### src/rtl/uart_rx.sv
// uart_rx: 8N1 serial receiver with 16x oversampling.
// Start detection, mid-bit sampling, framing-error detection and break handling.
// Optional even parity (8E1) when the macro UART_RX_PARITY_EN is defined.
module uart_rx #(
    parameter int CLK_FREQ   = 50_000_000,
    parameter int BAUD       = 115200,
    parameter int OVERSAMPLE = 16
) (
    input  logic       clk,
    input  logic       rst,
    input  logic       rx,
    output logic [7:0] data,
    output logic       valid,
    output logic       frame_err,
    output logic       parity_err,
    output logic       busy
);

    localparam int DIV    = CLK_FREQ / (BAUD * OVERSAMPLE);
    localparam int DIV_W  = (DIV > 1) ? $clog2(DIV) : 1;
    localparam int TICK_W = $clog2(OVERSAMPLE);

    localparam logic [DIV_W-1:0]  DIV_MAX   = DIV_W'(DIV - 1);
    localparam logic [DIV_W-1:0]  DIV_ONE   = DIV_W'(1);
    localparam logic [TICK_W-1:0] TICK_MAX  = TICK_W'(OVERSAMPLE - 1);
    localparam logic [TICK_W-1:0] TICK_HALF = TICK_W'(OVERSAMPLE / 2 - 1);
    localparam logic [TICK_W-1:0] TICK_ONE  = TICK_W'(1);

    typedef enum logic [2:0] {
        S_IDLE,
        S_START,
        S_DATA,
`ifdef UART_RX_PARITY_EN
        S_PARITY,
`endif
        S_STOP,
        S_BREAK
    } state_t;

    state_t state_reg, state_next;

    logic              rx_meta_reg, rx_s_reg;
    logic [DIV_W-1:0]  div_cnt_reg, div_cnt_next;
    logic [TICK_W-1:0] tick_cnt_reg, tick_cnt_next;
    logic [2:0]        bit_idx_reg, bit_idx_next;
    logic [7:0]        shift_reg, shift_next;
    logic [7:0]        data_reg, data_next;
    logic              valid_reg, valid_next;
    logic              frame_err_reg, frame_err_next;
    logic              tick, tick_last;
`ifdef UART_RX_PARITY_EN
    logic              par_reg, par_next;
    logic              parity_err_reg, parity_err_next;
`endif

    assign tick      = (div_cnt_reg == DIV_MAX);
    assign tick_last = tick && (tick_cnt_reg == TICK_MAX);

    // Two-flop synchroniser; preset high so reset looks like an idle line.
    always_ff @(posedge clk) begin
        if (rst) begin
            rx_meta_reg <= 1'b1;
            rx_s_reg    <= 1'b1;
        end else begin
            rx_meta_reg <= rx;
            rx_s_reg    <= rx_meta_reg;
        end
    end

    // FSM state register.
    always_ff @(posedge clk) begin
        if (rst) state_reg <= S_IDLE;
        else     state_reg <= state_next;
    end

    // Datapath registers: divider, tick counter, shifter and output pulses.
    always_ff @(posedge clk) begin
        if (rst) begin
            div_cnt_reg   <= '0;
            tick_cnt_reg  <= '0;
            bit_idx_reg   <= '0;
            shift_reg     <= '0;
            data_reg      <= '0;
            valid_reg     <= 1'b0;
            frame_err_reg <= 1'b0;
`ifdef UART_RX_PARITY_EN
            par_reg        <= 1'b0;
            parity_err_reg <= 1'b0;
`endif
        end else begin
            div_cnt_reg   <= div_cnt_next;
            tick_cnt_reg  <= tick_cnt_next;
            bit_idx_reg   <= bit_idx_next;
            shift_reg     <= shift_next;
            data_reg      <= data_next;
            valid_reg     <= valid_next;
            frame_err_reg <= frame_err_next;
`ifdef UART_RX_PARITY_EN
            par_reg        <= par_next;
            parity_err_reg <= parity_err_next;
`endif
        end
    end

    // Next-state and datapath logic; the divider is re-phased on start detection
    // so every sample lands at the middle of its bit.
    always_comb begin
        state_next     = state_reg;
        div_cnt_next   = tick ? '0 : div_cnt_reg + DIV_ONE;
        tick_cnt_next  = tick_cnt_reg;
        if (tick) tick_cnt_next = (tick_cnt_reg == TICK_MAX) ? '0 : tick_cnt_reg + TICK_ONE;
        bit_idx_next   = bit_idx_reg;
        shift_next     = shift_reg;
        data_next      = data_reg;
        valid_next     = 1'b0;
        frame_err_next = 1'b0;
`ifdef UART_RX_PARITY_EN
        par_next        = par_reg;
        parity_err_next = 1'b0;
`endif
        case (state_reg)
            S_IDLE: begin
                tick_cnt_next = '0;
                bit_idx_next  = '0;
                if (!rx_s_reg) begin
                    state_next   = S_START;
                    div_cnt_next = '0;
                end
            end
            S_START: begin
                if (tick && (tick_cnt_reg == TICK_HALF)) begin
                    tick_cnt_next = '0;
                    state_next    = rx_s_reg ? S_IDLE : S_DATA;
                end
            end
            S_DATA: begin
                if (tick_last) begin
                    shift_next[bit_idx_reg] = rx_s_reg;
                    bit_idx_next            = bit_idx_reg + 3'd1;
                    if (bit_idx_reg == 3'd7) begin
`ifdef UART_RX_PARITY_EN
                        state_next = S_PARITY;
`else
                        state_next = S_STOP;
`endif
                    end
                end
            end
`ifdef UART_RX_PARITY_EN
            S_PARITY: begin
                if (tick_last) begin
                    par_next   = rx_s_reg;
                    state_next = S_STOP;
                end
            end
`endif
            S_STOP: begin
                if (tick_last) begin
                    if (rx_s_reg) begin
                        state_next = S_IDLE;
`ifdef UART_RX_PARITY_EN
                        if (par_reg ^ (^shift_reg)) begin
                            parity_err_next = 1'b1;
                        end else begin
                            data_next  = shift_reg;
                            valid_next = 1'b1;
                        end
`else
                        data_next  = shift_reg;
                        valid_next = 1'b1;
`endif
                    end else begin
                        frame_err_next = 1'b1;
                        state_next     = S_BREAK;
                    end
                end
            end
            S_BREAK: begin
                tick_cnt_next = '0;
                if (rx_s_reg) state_next = S_IDLE;
            end
            default: state_next = S_IDLE;
        endcase
    end

    assign data      = data_reg;
    assign valid     = valid_reg;
    assign frame_err = frame_err_reg;
    assign busy      = (state_reg != S_IDLE);
`ifdef UART_RX_PARITY_EN
    assign parity_err = parity_err_reg;
`else
    assign parity_err = 1'b0;
`endif

endmodule

### config.mk
export PLATFORM = sky130hd
export DESIGN_NAME = uart_rx
export DESIGN_NICKNAME = d
export VERILOG_FILES = /design/src/rtl/uart_rx.sv
export SDC_FILE = /design/constraint.sdc
export NUM_CORES = 1
export LEC_CHECK = 0
export ABC_CLOCK_PERIOD_IN_PS = 2550
export BUFFER_PORTS_ARGS = -buffer_cell sky130_fd_sc_hd__clkbuf_2
export CAP_MARGIN = 20
export CORE_AREA = 2 2 71 59
export CTS_BUF_LIST = sky130_fd_sc_hd__clkbuf_8
export CTS_CLUSTER_SIZE = 24
export DETAILED_ROUTE_END_ITERATION = 10
export DIE_AREA = 0 0 73 61
export GPL_TIMING_DRIVEN = 0
export HOLD_SLACK_MARGIN = 0.05
export PLACE_DENSITY_LB_ADDON = 0.1
export SLEW_MARGIN = 30
export SYNTH_ARGS = -nofsm -noshare
export SYNTH_HDL_FRONTEND = slang
export SYNTH_SLANG_ARGS = --single-unit
### constraint.sdc
create_clock -name clk -period 2.55 [get_ports clk]
set_clock_uncertainty 0.05 [all_clocks]
set_input_delay 0.1275 -clock clk [delete_from_list [all_inputs] [get_ports clk]]
set_output_delay 0.1275 -clock clk [all_outputs]
set_load 0.01 [all_outputs]
==> flow_summary.toml, run 1 <==
[power]
p_clk_share_pct = 40.2
pwr-share-seq_pct = 52.3
peakVddDrop_uv = 296
switching_power_mw = 0.257
p_total_mw = 1.09
p_comb_share_pct = 7.5
intPower_mw = 0.831
power_density_nw_per_um2 = 584
leakage_nw = 0.748
p_sw_share_pct = 23.6

[floorplan]
rows = 20
io_pins = 15
coreArea_um2 = 3730
fp.dieW_um = 73
start_util_pct = 43.8
dieArea_um2 = 4450
die_h_um = 61

[placement]
io_buffers = 12
dp_hpwl_um = 2510
gp_congestion = 0.887

[sta]
period_needed_ps = 2010
finalSetupViolCount = 0
hold_viol = 0
tns_ps = 0
maxSlewHeadroom_pct = 46.1
worstMarginPinSlew_ps = 798
final_max_slew_viol_count = 0
fmax_mhz = 496
grt_setup_unrepaired = "false"
period_share_pct = 79.0

[routing]
via_per_inst = 5.69
wl_per_cell_um = 14.4
initialDrtViolationCount = 105
vias = 1382
drtPass1Iterations = 4
finalWirelength_um = 3510
final_antenna_net_count = 0
drcViolationCount = 0

[synthesis]
ys_types = 42
synth-main-ff-cell = "dfxtp_1"
ys_ff_latch = 35
yosysSeqAreaShare_pct = 42.9
synth.avg_cell_area_um2 = 9.18
synth_warnings = 0
synth_top_family_by_area = "simple AND/OR/NAND/NOR gates"
syn-num-nets = 186
synthCells = 178
synthAdderAreaFrac_pct = 3.83
synth-async-reset-ratio_pct = 0
synth_compound_area_share_pct = 9.57
synthSimpleGateAreaFrac_pct = 27.0
synth_edf_count = 0
synthXorXnorAreaFrac_pct = 1.61
synth_area_um2 = 1630
synthMuxAreaShare_pct = 9.80

[worst_setup_path]
start_kind = "register"
worstPathCellList = "inv_1 > ha_1 > nand4b_4 > clkbuf_1 > nor4b_1 > mux2i_1"
path_max_fanout = 10
end_kind = "register"
critical_path_class = "reg -> reg"
crit_start = "div_cnt_reg[0]"
cpPeakStageDelay_ps = 580
regToRegStartpoint = "div_cnt_reg[0]"
reg2reg_slack_ps = 540
r2r_cells = 6
crit_required_ps = 2710
critPathCapture = "shift_reg[1]"
crit_slowest_cell = "nor4b_1"
r2r-end = "shift_reg[1]"
critical_path_arrival_ps = 2170

[clocking]
clkLatencyLatePin_ps = 280
cts_num_sinks = 35
cts_buffer_depth = 2
cts_max_level = 2
cts_tree = "done"
cts_root_buffer = "clkbuf_8"
clk_pin_slew_ps = 70
cts_buffers = 5
cts_resized = 0

[grt]
grt_max_degree = 12
grt_overflow = 0
grt_pass1_vias = 1313
grt_pass1_wl_um = 6060
grt_usage_pct = 18.4
antenna_found_initial = 0

[layout]
syn_to_final_growth_pct = 14.0
n_fill_cell = 353
final_nets = 206
drive_gt1_share_pct = 13.6
n_antenna_cell = 0
final_core_util_pct = 50.0

[hold_path]
hold_path.class = "in -> reg"

[run_status]
outcome = "finished clean"

[flow_run]
drv_cap = 0
-- timing repair --
action,CTS,global route
setup buffers,0,0
endpoints found under the hold margin,1,0
hold buffers,1,0
-- cell usage after synthesis (3+ instances only) --
| cell type | number | share of area (%) |
|---|---|---|
| a221oi_1 | 3 | 1.6 |
| nor4b_1 | 3 | 1.6 |
| inv_1 | 5 | 1.1 |
| nand2_1 | 28 | 6.4 |
| or4_1 | 3 | 1.4 |
| nand2b_1 | 4 | 1.5 |
| or3_1 | 3 | 1.1 |
| o211ai_1 | 4 | 1.8 |
| a31oi_1 | 3 | 1.1 |
| clkbuf_1 | 10 | 2.3 |
| nor2_1 | 9 | 2.1 |
| mux2i_1 | 16 | 9.8 |
| nand3_1 | 7 | 2.1 |
| nor4_1 | 9 | 3.4 |
| ha_1 | 5 | 3.8 |
| dfxtp_1 | 35 | 43 |
-- per-stage QoR --
| step | cell area [um2] | std cells | hold WS (ps) | setup WS (ps) |
|---|---|---|---|---|
| floorplan | 1630 | 178 | 181 | 891 |
| global placement | 1750 | 234 | 266 | 669 |
| detailed placement | 1750 | 234 | 273 | 570 |
| CTS | 1860 | 243 | 172 | 550 |
| global route | 1860 | 243 | 209 | 399 |
| finish | 1860 | 243 | 156 | 535 |
-- critical path, delay by kind of cell, from the launching register on --
kind          cells  cell delay (ps)
mux               1              260
flops             1              340
fa+ha+maj         1              210
simple gates      2              750
buf+inv           2              330
-- worst min path at each step --
stage	start	end	slack [ps]	cells after the start
floorplan	rx	rx_meta_reg	180	1
CTS	rst	tick_cnt_reg[3]	170	2
global route	rst	tick_cnt_reg[3]	210	2
detailed placement	rx	rx_meta_reg	270	2
finish	rst	tick_cnt_reg[3]	160	2
global placement	rx	rx_meta_reg	270	2
-- cell families after synthesis --
kind of cell | after synthesis
compound gates | 20
xor+xnor | 3
fa+ha+maj | 5
buf+inv | 19
flops | 35
mux | 16
other cells | 1
simple gates | 79
-- metal layers --
layer / track usage, % / wire length (um)
met1: 25.1 / 1780
met2: 26.0 / 1480
met3: 5.65 / 178
met4: 10.1 / 63
met5: 0 / 0
-- power by group through the flow --
stage	logic [mW]	clock network [mW]	registers [mW]
global placement	0.0763	0	0.580
global route	0.0900	0.481	0.570
floorplan	0.0590	0	0.577
finish	0.0815	0.437	0.569
detailed placement	0.0791	0	0.581
CTS	0.0807	0.451	0.568
-- final cells by class --
cell class,instances,area (um2),share of cell area (%)
multi-input combinational,124,850,45.6
sequential,35,701,37.6
clock buffer,7,96.3,5.17
timing repair buffer,13,70.1,3.76
buffer,13,61.3,3.29
tap,44,55.1,2.95
inverter,6,22.5,1.21
clock inverter,1,7.51,0.403
-- cell usage in the layout, fill, tap and decap left out, types with 3 or more instances in the layout --
cell type  netlist  final
clkbuf_2         0     12
a221oi_1         3      3
clkbuf_8         0      7
o211ai_1         4      4
dfxtp_1         35     35
a31oi_1          3      3
or4_1            3      3
mux2i_1         16     16
nand2_1         28     28
inv_1            5      5
nor2_1           9      9
clkbuf_1        10     10
or3_1            3      3
nor4_1           9      9
nand2b_1         4      4
nand3_1          7      7
nor4b_1          3      3
ha_1             5      5
(Power assumes the default switching activity.)
==> inputs of run 2 (changes only) <==
--- a/config.mk
+++ b/config.mk
@@ -5,7 +5,7 @@
 export SDC_FILE = /design/constraint.sdc
 export NUM_CORES = 1
 export LEC_CHECK = 0
-export ABC_CLOCK_PERIOD_IN_PS = 2550
+export ABC_CLOCK_PERIOD_IN_PS = 2000
 export BUFFER_PORTS_ARGS = -buffer_cell sky130_fd_sc_hd__clkbuf_2
 export CAP_MARGIN = 20
 export CORE_AREA = 2 2 71 59
==> constraint.sdc (replaced) <==
create_clock -name clk -period 2 [get_ports clk]
set_clock_uncertainty 0.05 [all_clocks]
set_input_delay 0.1 -clock clk [delete_from_list [all_inputs] [get_ports clk]]
set_output_delay 0.1 -clock clk [all_outputs]
set_load 0.01 [all_outputs]
==> flow_summary.toml, run 2 (same netlist as run 1, synthesis figures left out) <==
[clocking]
cts_root_buffer = "clkbuf_8"
cts_buffers = 5
clk_pin_slew_ps = 70
cts_num_sinks = 35
cts_setup_buffers = 0
cts_max_level = 2
clkLatencyLatePin_ps = 280
cts_buffer_depth = 2
cts_tree = "done"

[routing]
initialDrtViolationCount = 104
drtPass1Iterations = 4
via_per_inst = 5.65
final_antenna_net_count = 0
vias = 1373
wl_per_cell_um = 14.4
finalWirelength_um = 3510
drcViolationCount = 0

[grt]
antenna_found_initial = 0
grt_overflow = 0
grt_usage_pct = 18.4
grt_max_degree = 12
grt_pass1_vias = 1313
grt_pass1_wl_um = 6060

[layout]
final_core_util_pct = 50.5
layout_common_cells = "dfxtp_1 (35), nand2_1 (28), mux2i_1 (16)"
layout.cells.non_filler = 243
final_nets = 206
finalInstanceArea_um2 = 1880
syn_to_final_growth_pct = 15.2
final_common_cell = "dfxtp_1"
n_antenna_cell = 0
drive_gt1_share_pct = 15.1

[floorplan]
io_pins = 15
die_h_um = 61
rows = 20
dieArea_um2 = 4450
fp.dieW_um = 73
start_util_pct = 43.8
coreArea_um2 = 3730

[run_status]
outcome = "finished clean"

[power]
peakVddDrop_uv = 377
p_total_mw = 1.39
power_density_nw_per_um2 = 738
leakage_nw = 0.752

[sta]
finalSetupViolCount = 0
hold_viol = 0
grt_setup_unrepaired = "true"
hold_ws_ps = 134
fmax_mhz = 520
period_needed_ps = 1920
final_max_slew_viol_count = 0
period_share_pct = 96.2
worstMarginPinSlew_ps = 502
maxSlewHeadroom_pct = 66.5

[worst_setup_path]
start_kind = "register"
cpPeakStageDelay_ps = 440
crit_required_ps = 2160
end_kind = "register"
path_max_fanout = 10
path_buf_inv = 1
critical_path_class = "reg -> reg"
critical_path_arrival_ps = 2080
worstPathCellList = "ha_1 > nand3_1 > clkbuf_1 > nor4_1 > mux2i_1"
crit_slowest_cell = "nor4_1"
cp_top_family = "simple AND/OR/NAND/NOR gates"

[placement]
gp_congestion = 0.887
io_buffers = 12
placed_area_um2 = 1750
dp_hpwl_um = 2510
dp.cells = 234

[hold_path]
hold_path.class = "in -> reg"

[flow_run]
drv_cap = 0
[run 2: cell counts in the layout (fill, tap and decap cells not counted)]
Identical to the previous run, type by type.
[run 2: final timing paths]
path	startpoint	to	slack, ps	cells past startpoint
worst max register to register	tick_cnt_reg[0]	shift_reg[5]	80	5
worst max-delay path	tick_cnt_reg[0]	shift_reg[5]	80	5
worst min register to register	rx_meta_reg	rx_s_reg	360	1
worst min-delay path	rst	tick_cnt_reg[3]	130	2
[run 2: cell type report]
class                           instances  area (um2)
Buffer                                 13        61.3
Clock buffer                            7        96.3
Clock inverter                          1        7.51
Fill cell                             351        1850
Inverter                                6        22.5
Multi-Input combinational cell        124         870
Sequential cell                        35         701
Tap cell                               44        55.1
Timing Repair Buffer                   13        70.1
[run 2: routing by layer]
metal / routed length [um] / up-vias / global-route usage (%) / part of all wire [%]
li1: - / 685 / - / -
met3: 164 / 4 / 5.65 / 4.7
met1: 1790 / 655 / 25.1 / 51
met2: 1500 / 29 / 26.0 / 43
met5: 0 / - / 0 / 0
met4: 55 / 0 / 10.1 / 1.6
[run 2: per-stage QoR]
stage | setup slack (ps) | TNS [ps]
finish | 77.0 | 0
floorplan | 341 | 0
global route | -37.1 | -114
detailed placement | 20.5 | 0
global placement | 119 | 0
CTS | 0.150 | 0
[run 2: what timing repair did]
item	in CTS	in global routing
gates resized for setup	0	3
endpoints found under the setup margin	0	7
endpoints found under the hold margin	1	0
hold buffers	1	0
[run 2: report_power, final]
part | leakage [nW] | internal (mW) | switching [mW] | total (mW)
Clock | 0.0505 | 0.313 | 0.246 | 0.559
Sequential | 0.283 | 0.710 | 0.0154 | 0.725
Combinational | 0.418 | 0.0392 | 0.0666 | 0.106
Total | 0.752 | 1.06 | 0.328 | 1.39
==> inputs of run 3 (changes only) <==
--- a/config.mk
+++ b/config.mk
@@ -7,15 +7,15 @@
 export LEC_CHECK = 0
 export ABC_CLOCK_PERIOD_IN_PS = 2000
 export BUFFER_PORTS_ARGS = -buffer_cell sky130_fd_sc_hd__clkbuf_2
-export CAP_MARGIN = 20
+export CAP_MARGIN = 10
 export CORE_AREA = 2 2 71 59
-export CTS_BUF_LIST = sky130_fd_sc_hd__clkbuf_8
+export CTS_BUF_LIST = sky130_fd_sc_hd__clkbuf_16
 export CTS_CLUSTER_SIZE = 24
 export DETAILED_ROUTE_END_ITERATION = 10
 export DIE_AREA = 0 0 73 61
 export GPL_TIMING_DRIVEN = 0
 export HOLD_SLACK_MARGIN = 0.05
-export PLACE_DENSITY_LB_ADDON = 0.1
+export PLACE_DENSITY_LB_ADDON = 0.08
 export SLEW_MARGIN = 30
 export SYNTH_ARGS = -nofsm -noshare
 export SYNTH_HDL_FRONTEND = slang
==> flow_summary.toml, run 3 (same netlist as run 1, synthesis figures left out) <==
[run_status]
outcome = "finished clean"

[sta]
hold_ws_ps = 177
hold_viol = 0
period_share_pct = 92.1
tns_ps = 0
fmax_mhz = 543
period_needed_ps = 1840
finalSetupViolCount = 0
maxSlewHeadroom_pct = 65.7
fin_ws_ps = 158
final_max_slew_viol_count = 0
worstMarginPinSlew_ps = 508
grt_setup_unrepaired = "true"

[clocking]
clk_pin_slew_ps = 50
cts_num_sinks = 35
cts_tree = "done"
cts_buffers = 5
cts_setup_buffers = 0
cts_buffer_depth = 2
cts_root_buffer = "clkbuf_16"
cts_max_level = 2
clkLatencyLatePin_ps = 270

[routing]
wl_per_cell_um = 14.9
via_per_inst = 5.62
initialDrtViolationCount = 97
drtPass1Iterations = 4
final_antenna_net_count = 0
drcViolationCount = 0
finalWirelength_um = 3600
vias = 1359

[floorplan]
dieArea_um2 = 4450
io_pins = 15
coreArea_um2 = 3730
fp.dieW_um = 73
rows = 20
start_util_pct = 43.8
die_h_um = 61

[placement]
gp_congestion = 0.838
pre_cts_ws_ps = 70.6
dp_hpwl_um = 2530
io_buffers = 12

[worst_setup_path]
crit_start = "tick_cnt_reg[0]"
start_kind = "register"
reg2reg_slack_ps = 160
end_kind = "register"
r2r_cells = 5
critical_path_arrival_ps = 1990
crit_required_ps = 2150
regToRegStartpoint = "tick_cnt_reg[0]"
critical_path_class = "reg -> reg"
r2r-end = "shift_reg[5]"
critPathCapture = "shift_reg[5]"
path_max_fanout = 10

[grt]
antenna_found_initial = 0
grt_usage_pct = 17.9
grt_pass1_vias = 1271
grt_pass1_wl_um = 6030
grt_max_degree = 11
grt_overflow = 0

[power]
peakVddDrop_uv = 494
power_density_nw_per_um2 = 863
p_total_mw = 1.67
leakage_nw = 0.782

[layout]
multiInputGateArea_um2 = 870
final_nets = 206
drive_gt1_share_pct = 14.1
layout_common_cells = "dfxtp_1 (35), nand2_1 (28), mux2i_1 (16)"
final_common_cell = "dfxtp_1"
n_fill_cell = 346
seqCellArea_um2 = 701
n_antenna_cell = 0
syn_to_final_growth_pct = 18.6

[hold_path]
hold_path.class = "in -> reg"

[flow_run]
drv_cap = 0
==> run 3: through the flow <==
step | cell area (um2) | instances | utilization (%)
2_1_floorplan | 1630 | 178 | -
3_3_place_gp | 1750 | 234 | 46.9
3_5_place_dp | 1750 | 234 | 46.9
4_1_cts | 1920 | 242 | 51.4
5_1_grt | 1940 | 242 | 52.0
6_report | 1940 | 242 | 52.0
==> run 3: area by class of cell <==
type | instances | share of cell area, %
multi-input cells | 124 | 44.9
flip-flops and latches | 35 | 36.2
clock buffers | 5 | 6.46
repair buffers | 13 | 3.62
plain buffers | 13 | 3.16
well taps | 44 | 2.84
clock inverters | 2 | 1.74
inverters | 6 | 1.16
==> run 3: worst min path at each step <==
| stage | startpoint | to | slack (ps) | cells after the start |
|---|---|---|---|---|
| after floorplan | rx | rx_meta_reg | 150 | 1 |
| after global placement | rx | rx_meta_reg | 240 | 2 |
| after detailed placement | rx | rx_meta_reg | 240 | 2 |
| after CTS | rst | tick_cnt_reg[3] | 170 | 2 |
| after global routing | rst | tick_cnt_reg[3] | 230 | 2 |
| final | rst | tick_cnt_reg[3] | 180 | 2 |
==> run 3: critical path: stages (launching register included) <==
cell and delay (ps):
dfxtp_1 370, ha_1 230, nand3_1 200, clkbuf_1 300, nor4_1 400, mux2i_1 230
==> run 3: repair_timing <==
item,in CTS,in global routing
setup endpoints to repair,0,8
hold buffers,1,0
hold endpoints to repair,1,0
resized for setup,0,3
==> run 3: metal layers <==
metal	up-vias	track usage (%)	routed length [um]
met5	-	0	0
met4	0	8.20	40
met3	4	4.32	147
met2	26	26.1	1550
met1	649	25.1	1860
li1	680	-	-
==> run 3: report_power, final <==
group	internal [mW]	leakage (nW)	switching, mW
clock network	0.575	0.0811	0.262
logic	0.0391	0.418	0.0704
registers	0.711	0.283	0.0139
